`config.mk`:
```
export PLATFORM = sky130hd
export DESIGN_NAME = spi_slave_endpoint
export DESIGN_NICKNAME = d
export VERILOG_FILES = /design/src/rtl/spi_slave_endpoint.sv
export SDC_FILE = /design/constraint.sdc
export NUM_CORES = 1
export LEC_CHECK = 0
export ABC_AREA = 1
export BUFFER_PORTS_ARGS = -buffer_cell sky130_fd_sc_hd__buf_2
export CELL_PAD_IN_SITES_DETAIL_PLACEMENT = 1
export CELL_PAD_IN_SITES_GLOBAL_PLACEMENT = 2
export CORE_AREA = 4 4 85 87
export DETAILED_ROUTE_END_ITERATION = 6
export DIE_AREA = 0 0 89 91
export PLACE_DENSITY_LB_ADDON = 0.15
export SYNTH_ARGS = -nofsm -noshare
export SYNTH_HDL_FRONTEND = slang
export SYNTH_SLANG_ARGS = --single-unit
```
`constraint.sdc`:
```
create_clock -name clk_cpu -period 2.1 [get_ports clk_cpu]
set_input_delay 0.21 -clock clk_cpu [delete_from_list [all_inputs] [get_ports clk_cpu]]
set_output_delay 0.21 -clock clk_cpu [all_outputs]
set_load 0.02 [all_outputs]
```
`src/rtl/spi_slave_endpoint.sv`:
```
// Mode-0 SPI slave: oversampled in clk_cpu, parallel rx/tx ports.
// Optional sticky overrun flag: define SPI_SLAVE_OVERRUN_EN.
module spi_slave_endpoint #(
  parameter int WIDTH = 8
) (
  input  logic             clk_cpu,
  input  logic             rst,
  input  logic             SCK,
  input  logic             SS,
  input  logic             MOSI,
  output logic             MISO,
  input  logic [WIDTH-1:0] tx_data,
  input  logic             tx_valid,
  output logic             tx_ready,
  output logic [WIDTH-1:0] rx_data,
  output logic             rx_valid,
  input  logic             rx_ack,
  output logic             rx_overrun,
  output logic             busy
);

  localparam int CW = $clog2(WIDTH + 1);

  typedef enum logic {
    IDLE,
    ACTIVE
  } state_t;

  state_t state;

  logic [1:0] sck_sy;
  logic [1:0] ss_sy;
  logic [1:0] mosi_sy;
  logic       sck_d;
  logic       ss_d;
  logic       sck_rise;
  logic       sck_fall;
  logic       ss_fall;
  logic       ss_rise;

  logic [WIDTH-1:0] tx_buf;
  logic             tx_full;
  logic             tx_hs;

  logic [WIDTH-1:0] tx_sr;
  logic [WIDTH-1:0] rx_sr;
  logic [CW-1:0]    cnt;
  logic             reload;

  logic             load;
  logic             done;
  logic [WIDTH-1:0] load_word;
  logic [WIDTH-1:0] rx_word;

  // Edge pulses are registered: they appear 3 cycles after the pin moves
  always_ff @(posedge clk_cpu or negedge rst) begin
    if (!rst) begin
      sck_sy   <= '0;
      ss_sy    <= '0;
      mosi_sy  <= '0;
      sck_d    <= 1'b0;
      ss_d     <= 1'b0;
      sck_rise <= 1'b0;
      sck_fall <= 1'b0;
      ss_fall  <= 1'b0;
      ss_rise  <= 1'b0;
    end else begin
      sck_sy   <= {sck_sy[0], SCK};
      ss_sy    <= {ss_sy[0], SS};
      mosi_sy  <= {mosi_sy[0], MOSI};
      sck_d    <= sck_sy[1];
      ss_d     <= ss_sy[1];
      sck_rise <= sck_sy[1] & ~sck_d;
      sck_fall <= ~sck_sy[1] & sck_d;
      ss_fall  <= ~ss_sy[1] & ss_d;
      ss_rise  <= ss_sy[1] & ~ss_d;
    end
  end

  assign tx_ready  = ~tx_full;
  assign tx_hs     = tx_valid & ~tx_full;
  assign load_word = tx_full ? tx_buf : '0;
  assign rx_word   = {rx_sr[WIDTH-2:0], mosi_sy[1]};

  always_comb begin
    load = 1'b0;
    done = 1'b0;
    if (state == IDLE) begin
      load = ss_fall;
    end else if (!ss_rise) begin
      load = sck_fall & reload;
      done = sck_rise & (cnt == CW'(WIDTH - 1));
    end
  end

  always_ff @(posedge clk_cpu or negedge rst) begin
    if (!rst) begin
      tx_buf  <= '0;
      tx_full <= 1'b0;
    end else if (tx_hs) begin
      tx_buf  <= tx_data;
      tx_full <= 1'b1;
    end else if (load) begin
      tx_full <= 1'b0;
    end
  end

  // ss_rise outranks any SCK edge seen in the same cycle
  always_ff @(posedge clk_cpu or negedge rst) begin
    if (!rst) begin
      state  <= IDLE;
      busy   <= 1'b0;
      MISO   <= 1'b0;
      tx_sr  <= '0;
      rx_sr  <= '0;
      cnt    <= '0;
      reload <= 1'b0;
    end else begin
      unique case (state)
        IDLE: begin
          if (ss_fall) begin
            state  <= ACTIVE;
            busy   <= 1'b1;
            tx_sr  <= load_word;
            MISO   <= load_word[WIDTH-1];
            cnt    <= '0;
            reload <= 1'b0;
          end
        end
        ACTIVE: begin
          if (ss_rise) begin
            state  <= IDLE;
            busy   <= 1'b0;
            MISO   <= 1'b0;
            cnt    <= '0;
            reload <= 1'b0;
          end else if (sck_rise) begin
            rx_sr <= rx_word;
            if (done) begin
              cnt    <= '0;
              reload <= 1'b1;
            end else begin
              cnt <= cnt + CW'(1);
            end
          end else if (sck_fall) begin
            if (reload) begin
              tx_sr  <= load_word;
              MISO   <= load_word[WIDTH-1];
              reload <= 1'b0;
            end else if (cnt != '0) begin
              tx_sr <= tx_sr << 1;
              MISO  <= tx_sr[WIDTH-2];
            end
          end
        end
        default: state <= IDLE;
      endcase
    end
  end

  always_ff @(posedge clk_cpu or negedge rst) begin
    if (!rst) begin
      rx_data  <= '0;
      rx_valid <= 1'b0;
    end else if (done) begin
      rx_data  <= rx_word;
      rx_valid <= 1'b1;
    end else if (rx_ack) begin
      rx_valid <= 1'b0;
    end
  end

`ifdef SPI_SLAVE_OVERRUN_EN
  always_ff @(posedge clk_cpu or negedge rst) begin
    if (!rst) begin
      rx_overrun <= 1'b0;
    end else if (done && rx_valid) begin
      rx_overrun <= 1'b1;
    end else if (rx_ack) begin
      rx_overrun <= 1'b0;
    end
  end
`else
  assign rx_overrun = 1'b0;
`endif

endmodule

```
== Word level (Yosys, flattened, before mapping) ==
Index checks and enable logic that the tools add are counted.
Storage, ports and cells
  logic and storage cells: 97
  bits of input ports: 15
  register bits after elaboration: 52
  output and inout bits: 13
Cells by class
  eq/ne operators: 13
  add/subtract/negate cells: 1
  reduce and logical (&&, ||, !) cells: 9
  bitwise gates (word level): 14
  multiplexer cells: 40
Operator list (number)
  $mux W7: 6
  $mux W1: 23
  $mux W4: 4
  $pmux W7 S2: 1
  $ne A3 B1 Y1 const B: 3
  $mux W8: 1
  $ne A4 B1 Y1 const B: 2
  $pmux W1 S2: 4
  $pmux W4 S2: 1
  $and A1 B1 Y1: 7
  $not A1 Y1: 7
  $ne A2 B2 Y1 const B: 3
  $reduce_and A3 Y1: 2
  $reduce_and A5 Y1: 1
  $add A4 B1 Y4 const B: 1
  $eq A4 B3 Y1 const B: 1
  $ne A2 B1 Y1 const B: 2
  $ne A4 B2 Y1 const B: 1
  $reduce_and A2 Y1: 2
  $reduce_and A4 Y1: 1
  $reduce_bool A2 Y1: 2
  $reduce_bool A4 Y1: 1
  $ne A3 B2 Y1 const B: 1

== Longest topological paths before layout ==
  depth in word-level cells: 8
  depth in mapped cells: 10
  mapped depth without buffers: 10

== Worst setup path before layout ==
No wires, ideal clock.
  path type: reg2reg
  start point: reg cnt[0]
  end point: reg tx_sr[3]
  path buffers: 1
  data required time: 2026 ps
  data arrival time: 1158 ps
  slack: 868 ps
  setup time: 74 ps
  stages on the path, launching flop included: 10
  cell sequence: dfrtp_1 > inv_1 > ha_1 > inv_1 > nor2_1 > nand3_1 > nand3_2 > buf_6 > nand2_1 > o21ai_2
On the way
  word-level cells in the longest chain between the ends: 3
RTL lines
  from (decl): RTL line 47  | logic [CW-1:0] cnt;
  from (signal assigned): RTL line 143  | cnt <= cnt + CW'(1);
  $reduce_bool A4 Y1: RTL line 150  | end else if (cnt != '0) begin
  $ne A3 B1 Y1 (no source line)
  $reduce_and A5 Y1 (no source line)
  to (signal assigned): RTL line 124  | tx_sr <= load_word;
  to (signal assigned): RTL line 147  | tx_sr <= load_word;
  to (signal assigned): RTL line 151  | tx_sr <= tx_sr << 1;
  to (decl): RTL line 45  | logic [WIDTH-1:0] tx_sr;
No other way between the ends.
A chain may end at the register's enable or synchronous reset.

== Worst setup path after layout ==
  start point: reg state
  end point: reg tx_sr[3]
On the way
  word-level cells in the longest chain between the ends: 3
  elaborated cells between the ends (all ways): 8
  those cells by class: 5 x eq/ne; 1 x mux; 1 x bitwise; 1 x reduce/logical
RTL lines
  from (decl): RTL line 29  | state_t state;
  from (signal assigned): RTL line 111  | state <= IDLE;
  from (signal assigned): RTL line 122  | state <= ACTIVE;
  from (signal assigned): RTL line 132  | state <= IDLE;
  $not A1 Y1
  $ne A2 B2 Y1 (no source line)
  $reduce_and A5 Y1 (no source line)
Parallel ways exist; a longest one is shown, timed or not.

==> qor.tcl <==
set qor(result_of_the_run) {finished, final reports clean}
set qor(cts_htree_levels) 2
set qor(crit_required_ps) 2310
set qor(max_cap_violations) 0
set qor(clkLatencyLatePin_ps) 320
set qor(synth_cell_types) 26
set qor(synthesis.area_per_instance_sq_um) 10.2
set qor(clkSinkCount) 52
set qor(wl_per_cell_microns) 13.8
set qor(detail_route.wirelength_microns) 4460
set qor(critical-path-slowest-cell) {sky130_fd_sc_hd__dfrtp_1}
set qor(post_route_cells_drive_above_1_share_pct) 27.5
set qor(powerDensity_mw_per_mm2) 1080
set qor(finalHoldViolCount) 0
set qor(clkTransAtPathRegs_ps) 110
set qor(hold_class) {primary input to asynchronous set/reset pin}
set qor(timing.critical_path.arrival_ps) 1720
set qor(synth_cells) 216
set qor(dieHeight_microns) 91
set qor(synth_area_leader_cell) {sky130_fd_sc_hd__dfrtp_1}
set qor(initial_core_util_pct) 34.8
set qor(critical_path.reg2reg.startpoint) {state}
set qor(first_global_vias) 1495
set qor(final-setup-viol-count) 0
set qor(vias) 1468
set qor(post_drt_via_cell_ratio) 4.53
set qor(port_buffers) 26
set qor(first_iter_violations) 77
set qor(synthSimpleGateAreaFrac_pct) 17.9
set qor(ir_worst_vdd_mv) 0.500
set qor(grt_pass1_wl_microns) 7870
set qor(cts.root.buffer_cell) {sky130_fd_sc_hd__clkbuf_8}
set qor(dp_hpwl_microns) 3110
set qor(synth_top_family_by_area) {simple AND/OR/NAND/NOR gates}
set qor(fp.coreArea_sq_mm) 0.00635
set qor(mappedNetlistNets) 233
set qor(layout_setup_ws_ps) 591
set qor(synth.yosys.warnings) 0
set qor(cp_max_fo) 13
set qor(timing.critical_path.from_type) {flop}
set qor(setup-tns-final_ps) 0
set qor(post-route-min-period_ps) 1510
set qor(post_cts.repair.setup_buffers) 0
set qor(synth_area_leaders) {sky130_fd_sc_hd__dfrtp_1 (59%), sky130_fd_sc_hd__nand2_1 (9.3%), sky130_fd_sc_hd__o21ai_2 (5.1%), sky130_fd_sc_hd__o21ai_0 (4.1%), sky130_fd_sc_hd__mux2_2 (4.1%)}
set qor(leakage_nw) 1.27
set qor(final.setup_skew_ps) 11.2
set qor(yosysSeqAreaShare_pct) 58.9
set qor(layout.cells.most_common) {sky130_fd_sc_hd__nand2_1}
set qor(crit_path_max_incr_delay_ps) 650
set qor(area.growth.synth_to_final_pct) 13.6
set qor(number_of_remaining_drc_errors) 0
set qor(timing.critical_path.max_delay_family) {flip-flops}
set qor(final_min_period_over_clock_period_pct) 71.9
set qor(timing_worst_slew_pin_value_ps) 674
set qor(drt_first_pass_iters) 4
set qor(slew_viol_final) 0
set qor(io-pin-count) 28
set qor(cp-startpoint) {state}
set qor(cts_buffer_depth) 2
set qor(post_synth_instance_area_sq_mm) 0.00221
set qor(antenna_found_initial) 0
set qor(synth_compound_area_share_pct) 10.6
set qor(floorplan.die_area_sq_mm) 0.00810
set qor(final_nets) 263
set qor(setup.worst_path.class) {flop to flop}
set qor(number_of_diodes) 0
set qor(synth_area_in_adders_pct) 1.13
set qor(maxClockFrequency_mhz) 662
set qor(critical_path.endpoint_type) {flop}
set qor(yosys_register_bits) 52
set qor(grt_setup_unrepaired) {no}
set qor(post-place-ws_ps) 604
set qor(grt_start_max_net_pins) 53
set qor(finalWeightedCongestion) 0.684
set qor(synth.area.mux_share_pct) 4.07
set qor(layout.cells.most_common_list) {sky130_fd_sc_hd__nand2_1 (55), sky130_fd_sc_hd__dfrtp_1 (52), sky130_fd_sc_hd__buf_2 (26)}
set qor(synth_xor_area_share_pct) 0.396
set qor(floorplan.die.width_microns) 89
set qor(yosys.area.top_type_share_pct) 58.9
set qor(slew_hr_pct) 55.1
set qor(placementRows) 29
set qor(path_cells) {nand2_1 > o21ai_0 > o21ai_2}
set qor(gr-total-overflow) 0
set qor(ant_nets) 0
set qor(critPathBufInv) 0
set qor(groute.usage.overall_pct) 12.3
set qor(cts-buffers-inserted) 5
set qor(cts_tree) {done}
-- worst register-to-register path, stage by stage (launching register included) --
cell	delay, ps
sky130_fd_sc_hd__dfrtp_1	650
sky130_fd_sc_hd__nand2_1	360
sky130_fd_sc_hd__o21ai_0	310
sky130_fd_sc_hd__o21ai_2	90
-- routing by layer --
layer / routed length [microns] / track usage [%] / vias to the layer above
li1: - / - / 741
met1: 2390 / 20.1 / 696
met2: 1790 / 15.5 / 25
met3: 211 / 3.35 / 6
met4: 58 / 3.35 / 0
met5: 0 / 0 / -
-- state kept, by name, indices dropped and copies added (netlist names), 2 cells and up --
name	count
cnt	4
ss_sy	2
mosi_sy	2
tx_sr	7
rx_sr	7
tx_buf	8
rx_data	8
sck_sy	2
-- path summary, 6_finish.rpt --
kind | to | slack (ps) | cells after the start
max in group asynchronous | rx_data[3] | 1640 | 2
min in group clk_cpu | rx_valid | 70 | 2
hold / removal | state | 9 | 2
hold reg to reg | ss_sy[1] | 360 | 0
setup / recovery | tx_sr[3] | 590 | 3
setup reg to reg | tx_sr[3] | 590 | 3
-- report_power, final --
group,switching (mW),leakage [nW],internal (mW)
combinational,0.396,0.556,0.277
clock,0.379,0.0463,0.246
sequential,0.175,0.663,1.24
total,0.951,1.27,1.76
-- area by class of cell --
| cell class | instances | area [sq um] |
|---|---|---|
| Clock inverter | 3 | 27.5 |
| Clock buffer | 5 | 68.8 |
| Inverter | 24 | 92.6 |
| Timing Repair Buffer | 30 | 168 |
| Tap cell | 77 | 96.3 |
| Fill cell | 737 | 3840 |
| Sequential cell | 52 | 1300 |
| Multi-Input combinational cell | 133 | 758 |
-- metrics by stage --
stage / hold slack (ps) / util [%] / cells / power [mW] / area, sq um
2_1_floorplan: -85.6 / - / 216 / 1.92 / 2210
3_3_place_gp: 320 / 37.6 / 313 / 2.10 / 2390
3_5_place_dp: 321 / 37.6 / 313 / 2.11 / 2390
6_report: 8.95 / 39.6 / 324 / 2.71 / 2510
4_1_cts: 28.6 / 39.6 / 324 / 2.75 / 2510
5_1_grt: 60.9 / 39.6 / 324 / 2.92 / 2510
-- kinds of logic (layout without fill, tap and decap cells) --
group	count (synthesis)	after routing
and+or+nand+nor	84	84
DFF	52	52
AOI/OAI and AO/OA	37	37
buffers and inverters	31	62
muxes	8	8
adders and majority gates	2	2
other	1	1
xor gates and xnor gates	1	1
-- timing repair --
item / CTS / global route
endpoints found under the setup margin: 0 / 0
hold buffers: 3 / 0
hold endpoints to repair: 3 / 0
resized for setup: 0 / 0
-- cells in the mapped netlist --
library cell / count
sky130_fd_sc_hd__a21oi_1: 4
sky130_fd_sc_hd__buf_2: 2
sky130_fd_sc_hd__buf_4: 2
sky130_fd_sc_hd__buf_6: 3
sky130_fd_sc_hd__conb_1: 1
sky130_fd_sc_hd__dfrtp_1: 52
sky130_fd_sc_hd__ha_1: 2
sky130_fd_sc_hd__inv_1: 21
sky130_fd_sc_hd__inv_2: 2
sky130_fd_sc_hd__inv_4: 1
sky130_fd_sc_hd__mux2_2: 8
sky130_fd_sc_hd__nand2_1: 55
sky130_fd_sc_hd__nand2_2: 1
sky130_fd_sc_hd__nand2_4: 2
sky130_fd_sc_hd__nand2_8: 1
sky130_fd_sc_hd__nand3_1: 10
sky130_fd_sc_hd__nand3_2: 1
sky130_fd_sc_hd__nand4_1: 2
sky130_fd_sc_hd__nor2_1: 8
sky130_fd_sc_hd__nor2_2: 1
sky130_fd_sc_hd__nor2_8: 1
sky130_fd_sc_hd__o21ai_0: 18
sky130_fd_sc_hd__o21ai_1: 2
sky130_fd_sc_hd__o21ai_2: 13
sky130_fd_sc_hd__or2_2: 2
sky130_fd_sc_hd__xor2_1: 1
(Power assumes the default switching activity.)
